### src/rtl/traffic_light_ctrl.sv
// Two-way intersection light sequencer: built-in tick prescaler, NS/EW phase
// timer with pedestrian green truncation, night flashing-yellow mode, countdown.
module traffic_light_ctrl #(
    parameter int DIV         = 100000000,
    parameter int T_GREEN     = 25,
    parameter int T_YELLOW    = 3,
    parameter int T_ALLRED    = 2,
    parameter int T_MIN_GREEN = 5
) (
    input  logic       clk100M,
    input  logic       clr,
    input  logic       en,
    input  logic       night,
    input  logic       ped_req,
    output logic [2:0] ns_light,
    output logic [2:0] ew_light,
    output logic [6:0] countdown,
    output logic       tick,
    output logic       ped_ack
);

    typedef enum logic [2:0] {
        NS_G,
        NS_Y,
        RED1,
        EW_G,
        EW_Y,
        RED2,
        FLASH
    } state_t;

    localparam int             PW       = (DIV > 1) ? $clog2(DIV) : 1;
    localparam logic [PW-1:0]  PS_LAST  = PW'(DIV - 1);
    localparam logic [6:0]     D_GREEN  = 7'(T_GREEN);
    localparam logic [6:0]     D_YELLOW = 7'(T_YELLOW);
    localparam logic [6:0]     D_ALLRED = 7'(T_ALLRED);
    localparam logic [6:0]     D_MIN    = 7'(T_MIN_GREEN);

    localparam logic [2:0] LAMP_R = 3'b100;
    localparam logic [2:0] LAMP_Y = 3'b010;
    localparam logic [2:0] LAMP_G = 3'b001;

    function automatic logic [6:0] phase_len(input state_t s);
        case (s)
            NS_G, EW_G: phase_len = D_GREEN;
            NS_Y, EW_Y: phase_len = D_YELLOW;
            default:    phase_len = D_ALLRED;
        endcase
    endfunction

    function automatic state_t phase_after(input state_t s);
        case (s)
            RED2:    phase_after = NS_G;
            NS_G:    phase_after = NS_Y;
            NS_Y:    phase_after = RED1;
            RED1:    phase_after = EW_G;
            EW_G:    phase_after = EW_Y;
            default: phase_after = RED2;
        endcase
    endfunction

    // {ns, ew} lamp pattern for a state; only one direction is ever non-red
    // outside FLASH.
    function automatic logic [5:0] lamp_decode(input state_t s, input logic f);
        case (s)
            NS_G:    lamp_decode = {LAMP_G, LAMP_R};
            NS_Y:    lamp_decode = {LAMP_Y, LAMP_R};
            EW_G:    lamp_decode = {LAMP_R, LAMP_G};
            EW_Y:    lamp_decode = {LAMP_R, LAMP_Y};
            FLASH:   lamp_decode = {1'b0, f, 1'b0, 1'b0, f, 1'b0};
            default: lamp_decode = {LAMP_R, LAMP_R};
        endcase
    endfunction

    logic [PW-1:0] ps_cnt;
    state_t        state, state_nxt;
    logic [6:0]    remain, remain_nxt;
    logic          ped_pend, ped_pend_nxt;
    logic          ped_served, ped_served_nxt;
    logic          flash, flash_nxt;
    logic          ack_nxt;
    logic          step;
    logic          is_green;

    // NOTE: sequential state uses non-blocking assignments so every register
    // samples pre-edge values regardless of statement order.
    always_ff @(posedge clk100M) begin
        if (clr) begin
            ps_cnt <= '0;
            tick   <= 1'b0;
        end else if (en) begin
            ps_cnt <= (ps_cnt == PS_LAST) ? '0 : ps_cnt + PW'(1);
            tick   <= (ps_cnt == PS_LAST);
        end else begin
            tick   <= 1'b0;
        end
    end

    assign step     = tick & en;
    assign is_green = (state == NS_G) || (state == EW_G);

    // NOTE: every variable gets a default before any branch so the block
    // stays purely combinational.
    always_comb begin
        state_nxt      = state;
        remain_nxt     = remain;
        ped_pend_nxt   = ped_pend;
        ped_served_nxt = ped_served;
        flash_nxt      = flash;
        ack_nxt        = 1'b0;

        if (night) begin
            state_nxt      = FLASH;
            remain_nxt     = '0;
            ped_pend_nxt   = 1'b0;
            ped_served_nxt = 1'b0;
            if (state != FLASH)
                flash_nxt = 1'b1;
            else if (step)
                flash_nxt = ~flash;
        end else if (state == FLASH) begin
            ped_pend_nxt = 1'b0;
            if (step) begin
                state_nxt  = RED2;
                remain_nxt = D_ALLRED;
                flash_nxt  = 1'b0;
            end
        end else begin
            ped_pend_nxt = ped_pend | ped_req;
            // A request is served at most once per green; later ones wait.
            if (en && is_green && (ped_pend || ped_req) && !ped_served) begin
                ack_nxt        = 1'b1;
                ped_pend_nxt   = 1'b0;
                ped_served_nxt = 1'b1;
                if (remain > D_MIN)
                    remain_nxt = D_MIN;
            end else if (step) begin
                if (remain == 7'd1) begin
                    state_nxt      = phase_after(state);
                    remain_nxt     = phase_len(state_nxt);
                    ped_served_nxt = 1'b0;
                end else begin
                    remain_nxt = remain - 7'd1;
                end
            end
        end
    end

    always_ff @(posedge clk100M) begin
        if (clr) begin
            state      <= RED2;
            remain     <= D_ALLRED;
            ped_pend   <= 1'b0;
            ped_served <= 1'b0;
            flash      <= 1'b0;
            ped_ack    <= 1'b0;
            ns_light   <= LAMP_R;
            ew_light   <= LAMP_R;
        end else begin
            state      <= state_nxt;
            remain     <= remain_nxt;
            ped_pend   <= ped_pend_nxt;
            ped_served <= ped_served_nxt;
            flash      <= flash_nxt;
            ped_ack    <= ack_nxt;
            {ns_light, ew_light} <= lamp_decode(state_nxt, flash_nxt);
        end
    end

    assign countdown = remain;

endmodule

### config.mk
export PLATFORM = sky130hd
export DESIGN_NAME = traffic_light_ctrl
export DESIGN_NICKNAME = d
export VERILOG_FILES = /design/src/rtl/traffic_light_ctrl.sv
export SDC_FILE = /design/constraint.sdc
export NUM_CORES = 1
export LEC_CHECK = 0
export BUFFER_PORTS_ARGS = -buffer_cell sky130_fd_sc_hd__clkbuf_2
export CAP_MARGIN = 20
export CORE_MARGIN = 8
export CORE_UTILIZATION = 53
export CTS_CLUSTER_SIZE = 14
export DETAILED_ROUTE_END_ITERATION = 10
export GPL_ROUTABILITY_DRIVEN = 0
export PLACE_DENSITY = 0.73
export SYNTH_ARGS = -nofsm -noshare
export SYNTH_HDL_FRONTEND = slang
export SYNTH_SLANG_ARGS = --single-unit
export TNS_END_PERCENT = 100
### constraint.sdc
create_clock -name clk100M -period 2.45 [get_ports clk100M]
set_clock_uncertainty 0.05 [all_clocks]
set_input_delay 0.3675 -clock clk100M [delete_from_list [all_inputs] [get_ports clk100M]]
set_output_delay 0.3675 -clock clk100M [all_outputs]
set_load 0.03 [all_outputs]
### Yosys cells after proc, flatten, opt, wreduce, memory -nomap -nowiden

Cells that the tools add are included.

* $add $sub $neg: 2
* order comparisons: 1
* equal/unequal tests: 19
* muxes and demuxes: 31
* bitwise operators: 5
* reduce and logical (&&, ||, !) cells: 21

Operators with widths (number)
* 7-bit two-way mux: 6
* 3-bit two-way mux: 11
* 6-bit case mux with 5 select lines: 1
* 27-bit by 1-bit adder with 27-bit output, second input constant: 1
* 27-bit equality test, second input constant: 1
* 27-bit two-way mux: 1
* 3-bit equality test, second input constant: 5
* 3-bit case mux with 5 select lines: 1
* 3-bit by 2-bit equality test with 1-bit output, second input constant: 4
* 5-bit case mux with 2 select lines: 1
* 3-bit by 1-bit equality test with 1-bit output, second input constant: 3
* 3-bit logical NOT: 3
* 1-bit two-way mux: 9
* 3-bit AND reduction: 3
* 2-bit OR reduction: 4
* 7-bit by 1-bit equality test with 1-bit output, second input constant: 1
* 7-bit by 3-bit > comparator with 1-bit output, second input constant: 1
* 7-bit by 1-bit subtractor with 7-bit output, second input constant: 1
* 3-bit != test, second input constant: 2
* 4-bit by 3-bit != test with 1-bit output, second input constant: 1
* 2-bit nonzero test: 2
* 4-bit OR reduction: 1
* 1-bit logical AND: 3
* 3-bit by 2-bit != test with 1-bit output, second input constant: 1
* 9 further kinds: 12

* bits in registers: 48
* input port bits: 5
* output and inout bits: 15
* word-level logic and storage cells: 90

### Longest topological paths before layout

* depth after elaboration: 16
* gate-level depth with buffers: 9
* gate-level depth less buffers: 8

### Least setup slack after synthesis

OpenSTA, ideal clock, no wires.

* path type: reg-to-reg
* from: register remain[0], in the netlist countdown[0]
* to: register ns_light[2]
* data arrival time: 2.379 ns
* slack: -0.093 ns
* cell stages (with the launch flop): 8
* buffers on the path: 0
* cell sequence: dfxtp_1 -> ha_1 -> or3b_1 -> nor3_4 -> mux2_2 -> a211oi_2 -> nand2_1 -> a21o_1

* cells in the longest elaborated chain, start to end: 8
* elaborated cells on any way between the ends: 12
* those cells by class: 5 x eq/ne; 6 x mux; 1 x reduce/logical

Ends and longest elaborated chain
* start, declared: line 77 `logic [6:0] remain, remain_nxt;`
* start signal, assigned: line 161 `remain <= remain_nxt;`
* 7-bit by 1-bit equality test with 1-bit output *: line 138 `if (remain == 7'd1) begin`
* 3-bit two-way mux *: line 138
* 3-bit two-way mux *: line 137 `end else if (step) begin`
* 3-bit two-way mux *: line 131 `if (en && is_green && (ped_pend || ped_req) && !ped_served) begin`
* 3-bit two-way mux *: line 121 `end else if (state == FLASH) begin`
* 3-bit two-way mux *: line 112 `if (night) begin`
* 3-bit equality test (tied with other cells): line 65 `case (s)`
* 6-bit case mux with 5 select lines *: line 65
* end signal, assigned: line 166 `{ns_light, ew_light} <= lamp_decode(state_nxt, flash_nxt);`
* end, declared: line 15 `output logic [2:0] ns_light,`

Every way passes the cells marked *; elsewhere a longest branch is shown, timed or not.
A chain may end at the register's enable or synchronous reset.

### Final worst setup path

* from: register remain[1], in the netlist countdown[1]
* to: register ew_light[2]

* cells in the longest elaborated chain, start to end: 8
* elaborated cells on any way between the ends: 12
* those cells by class: 5 x eq/ne; 6 x mux; 1 x reduce/logical

Ends and longest elaborated chain
* 7-bit by 1-bit equality test with 1-bit output *: line 138
* 3-bit two-way mux *: line 138
* 3-bit two-way mux *: line 137
* 3-bit two-way mux *: line 131
* 3-bit two-way mux *: line 121
* 3-bit two-way mux *: line 112
* 3-bit equality test (tied with other cells): line 65
* 6-bit case mux with 5 select lines *: line 65
* end signal, assigned: line 166
* end, declared: line 16 `output logic [2:0] ew_light,`

Marks and branches as above.

==> flow_summary.toml <==
[grt]
grt_usage_pct = 14.9
grt_antenna_before_repair = 0
grt_util_met1_pct = 17.8
grt_pass1_wl_mm = 9.00
grt_max_degree = 27
overflow = 0
met2_usage_pct = 25.3
met3_usage_pct = 3.61
grt.busiest_layer = "met2"
first_global_vias = 2008

[logic_synthesis]
synth_fa_ha_area_share_pct = 2.46
synth.area.mux_share_pct = 1.43
synth_area_per_cell_sq_um = 8.46
ys_seq_area_share_pct = 39.3
synthDistinctLibCells = 55
synthArstFlopShare_pct = 0
ys_ff_latch = 48
synth_top_family_by_area = "simple AND/OR/NAND/NOR gates"
netlist_instances = 289
synth_compound_area_share_pct = 12.4
synth_edf_count = 0
synth_fp_nets = 298
yosys.area_share.simple_pct = 29.7
yosysWarningCount = 0
yosys.area.top_type = "dfxtp_1"
netlist_area_sq_um = 2440
ys_top_cells_by_area = "dfxtp_1, nor2_1, xnor2_1, xor2_1, nand2_1"
synth_xor_area_share_pct = 10.8
synthFlopType = "dfxtp_1"
yosysTopAreaCellShare_pct = 39.3

[power]
power.share.sequential_pct = 51.7
power_frac_comb_pct = 8.5
leakagePower_nw = 1.03
p_sw_uw = 346
peakVddDrop_mv = 0.287
clock_power_share_pct = 39.8
p_int_mw = 1.21
power_switching_share_pct = 22.3
powerDensity_nw_per_um2 = 556

[placement]
dp_hpwl_mm = 3.73
portBuffers = 19

[outcome]
run_status = "complete, no violations"

[worst_setup_path]
reg2reg_from = "countdown[1]"
worstSetupEndpointType = "register"
critPathLaunch = "countdown[1]"
crit_arrival_ns = 2.56
r2r_setup_slack_ns = 0.09
worstSetupPathType = "register to register"
cp-start-kind = "register"
critPathMaxFanout = 5
required_ns = 2.65

[cells_and_area]
fillers = 390
final_util_pct = 63.2
seq_area_sq_um = 966
final_net_count = 324
drive_gt1_share_pct = 18.0
diodes = 0
multi_input_area_sq_um = 1410
areaGrowthSynthToFinish_pct = 14.2

[min_path]
worst_hold_startpoint = "clr"
min_path_type = "input port to register"

[run]
maxCapViolCount = 0

[drt]
avgViaCountPerCell = 5.53
finalWirelength_mm = 5.15
firstDrtPassIters = 4
final_antenna_net_count = 0
dr_total_vias = 2034
drc = 0
drtIter0Drc = 114
post_drt_wl_per_cell_um = 14.0

[clocking]
cts_root_buf = "clkbuf_8"
clock-sinks = 48
cts.path.max_buffers = 2
cts_tree = "built"
path_clk_slew_ns = 0.08
insertion_delay_ns = 0.30
cts_made_buffers = 5
cts_hold_buffers = 0
cts_htree_levels = 2

[floorplanning]
row_count = 24
io_pins = 20
core-area_sq_um = 4410
die_h_um = 83.9
die_w_um = 83.9
die_area_sq_um = 7040
start_util_pct = 55.4

[sta]
final.min_clock_period_ns = 2.36
relSlewSlack_pct = 65.8
finalMaxSlewViolations = 0
hold_viol = 0
tns_ns = 0
period_share_pct = 96.4
worstMarginPinSlew_ns = 0.510
setup_viol = 0
max_freq_mhz = 423
## critical path, stage by stage, from the launching register on
cell      delay, ns
dfxtp_2        0.34
inv_2          0.08
ha_4           0.13
or3b_4         0.41
nor3_4         0.25
mux2_4         0.34
a211oi_4       0.33
buf_6          0.16
nand2b_1       0.10
a221o_2        0.14
## flip-flops by register name, indices dropped and copies added (netlist names)
signal and cells:
state 3, ped_pend 1, ped_served 1, flash 1, ns_light 3, tick 1
ew_light 3, countdown 7, ped_ack 1, ps_cnt 27
## kinds of logic (layout without fill, tap and decap cells)
| logic type | Yosys count | count (layout) |
|---|---|---|
| AOI/OAI and AO/OA | 42 | 42 |
| muxes | 3 | 3 |
| xor gates and xnor gates | 30 | 30 |
| adders and majority gates | 5 | 5 |
| DFF | 48 | 48 |
| buffers and inverters | 20 | 47 |
| and+or+nand+nor | 141 | 141 |
## routing by layer
| metal | vias up | wire length [um] |
|---|---|---|
| met5 | - | 0 |
| met4 | 0 | 91 |
| met3 | 9 | 124 |
| met2 | 25 | 2540 |
| met1 | 947 | 2390 |
| li1 | 1053 | - |
## timing repair
| action | in CTS | in global routing |
|---|---|---|
| pin swaps | 1 | 4 |
| resized for setup | 0 | 8 |
| endpoints found under the setup margin | 1 | 5 |
| setup buffers | 0 | 2 |
## power by group through the flow
stage	Sequential (mW)	Clock, mW	Combinational [mW]
final	0.801	0.618	0.132
after global routing	0.803	0.664	0.146
after global placement	0.820	0	0.126
after floorplan	0.831	0	0.0861
after CTS	0.802	0.634	0.127
after detailed placement	0.820	0	0.127
## path summary, 6_finish.rpt
check | cells past startpoint | end
worst min register to register | 2 | ps_cnt[1]
worst max-delay path | 9 | ew_light[2]
worst min-delay path | 2 | ns_light[1]
worst max register to register | 9 | ew_light[2]
## final cells by class
class,count,share of cell area (%)
multi-input cells,221,50.7
flip-flops and latches,48,34.6
repair buffers,31,6.77
clock buffers,7,3.45
well taps,52,2.33
clock inverters,1,1.08
inverters,8,1.08
## layout by cell type (no fill, tap or decap), types with 2 or more instances in the layout
cell type / netlist / routed
clkbuf_8: 0 / 7
ha_1: 4 / 3
a22oi_1: 2 / 2
and4_1: 2 / 2
and3_1: 5 / 5
clkbuf_2: 0 / 19
or3_1: 3 / 3
o21ai_0: 8 / 8
nor3_1: 7 / 7
nor4_1: 6 / 6
nor4b_1: 2 / 2
dfxtp_1: 48 / 46
o31ai_1: 3 / 3
xor2_1: 14 / 14
xnor2_1: 16 / 16
nor2b_1: 2 / 2
nand2b_1: 6 / 6
nand4_1: 7 / 7
nand3_1: 14 / 14
nand2_1: 21 / 21
inv_1: 8 / 7
a21oi_1: 13 / 13
nor2_1: 51 / 51
a21o_1: 2 / 2
nand3b_1: 2 / 2
buf_4: 1 / 11
or2_2: 4 / 4
## stage by stage
step	instance area (sq um)	hold slack, ns	std cells	worst slack, ns	power (mW)
finish	2790	0.378	368	0.0871	1.55
global route	2790	0.383	368	-0.00575	1.61
CTS	2750	0.381	366	0.000761	1.56
detailed placement	2620	0.446	358	-0.0145	0.947
global placement	2620	0.426	358	0.0809	0.945
floorplan	2450	0.406	289	0.0433	0.917
## synth_stat cells, drive strengths merged, types with 2 or more instances
library cell / count
nor2: 52
dfxtp: 48
nand2: 21
xnor2: 16
nand3: 14
xor2: 14
a21oi: 13
buf: 9
inv: 8
nor3: 8
o21ai: 8
nand4: 7
nand2b: 6
nor4: 6
or2: 6
and3: 5
ha: 4
or3: 4
clkbuf: 3
o31ai: 3
a21o: 2
a221o: 2
a22oi: 2
a311oi: 2
and4: 2
mux2i: 2
nand3b: 2
nor2b: 2
nor4b: 2
Power figures use the tool's default switching activity.
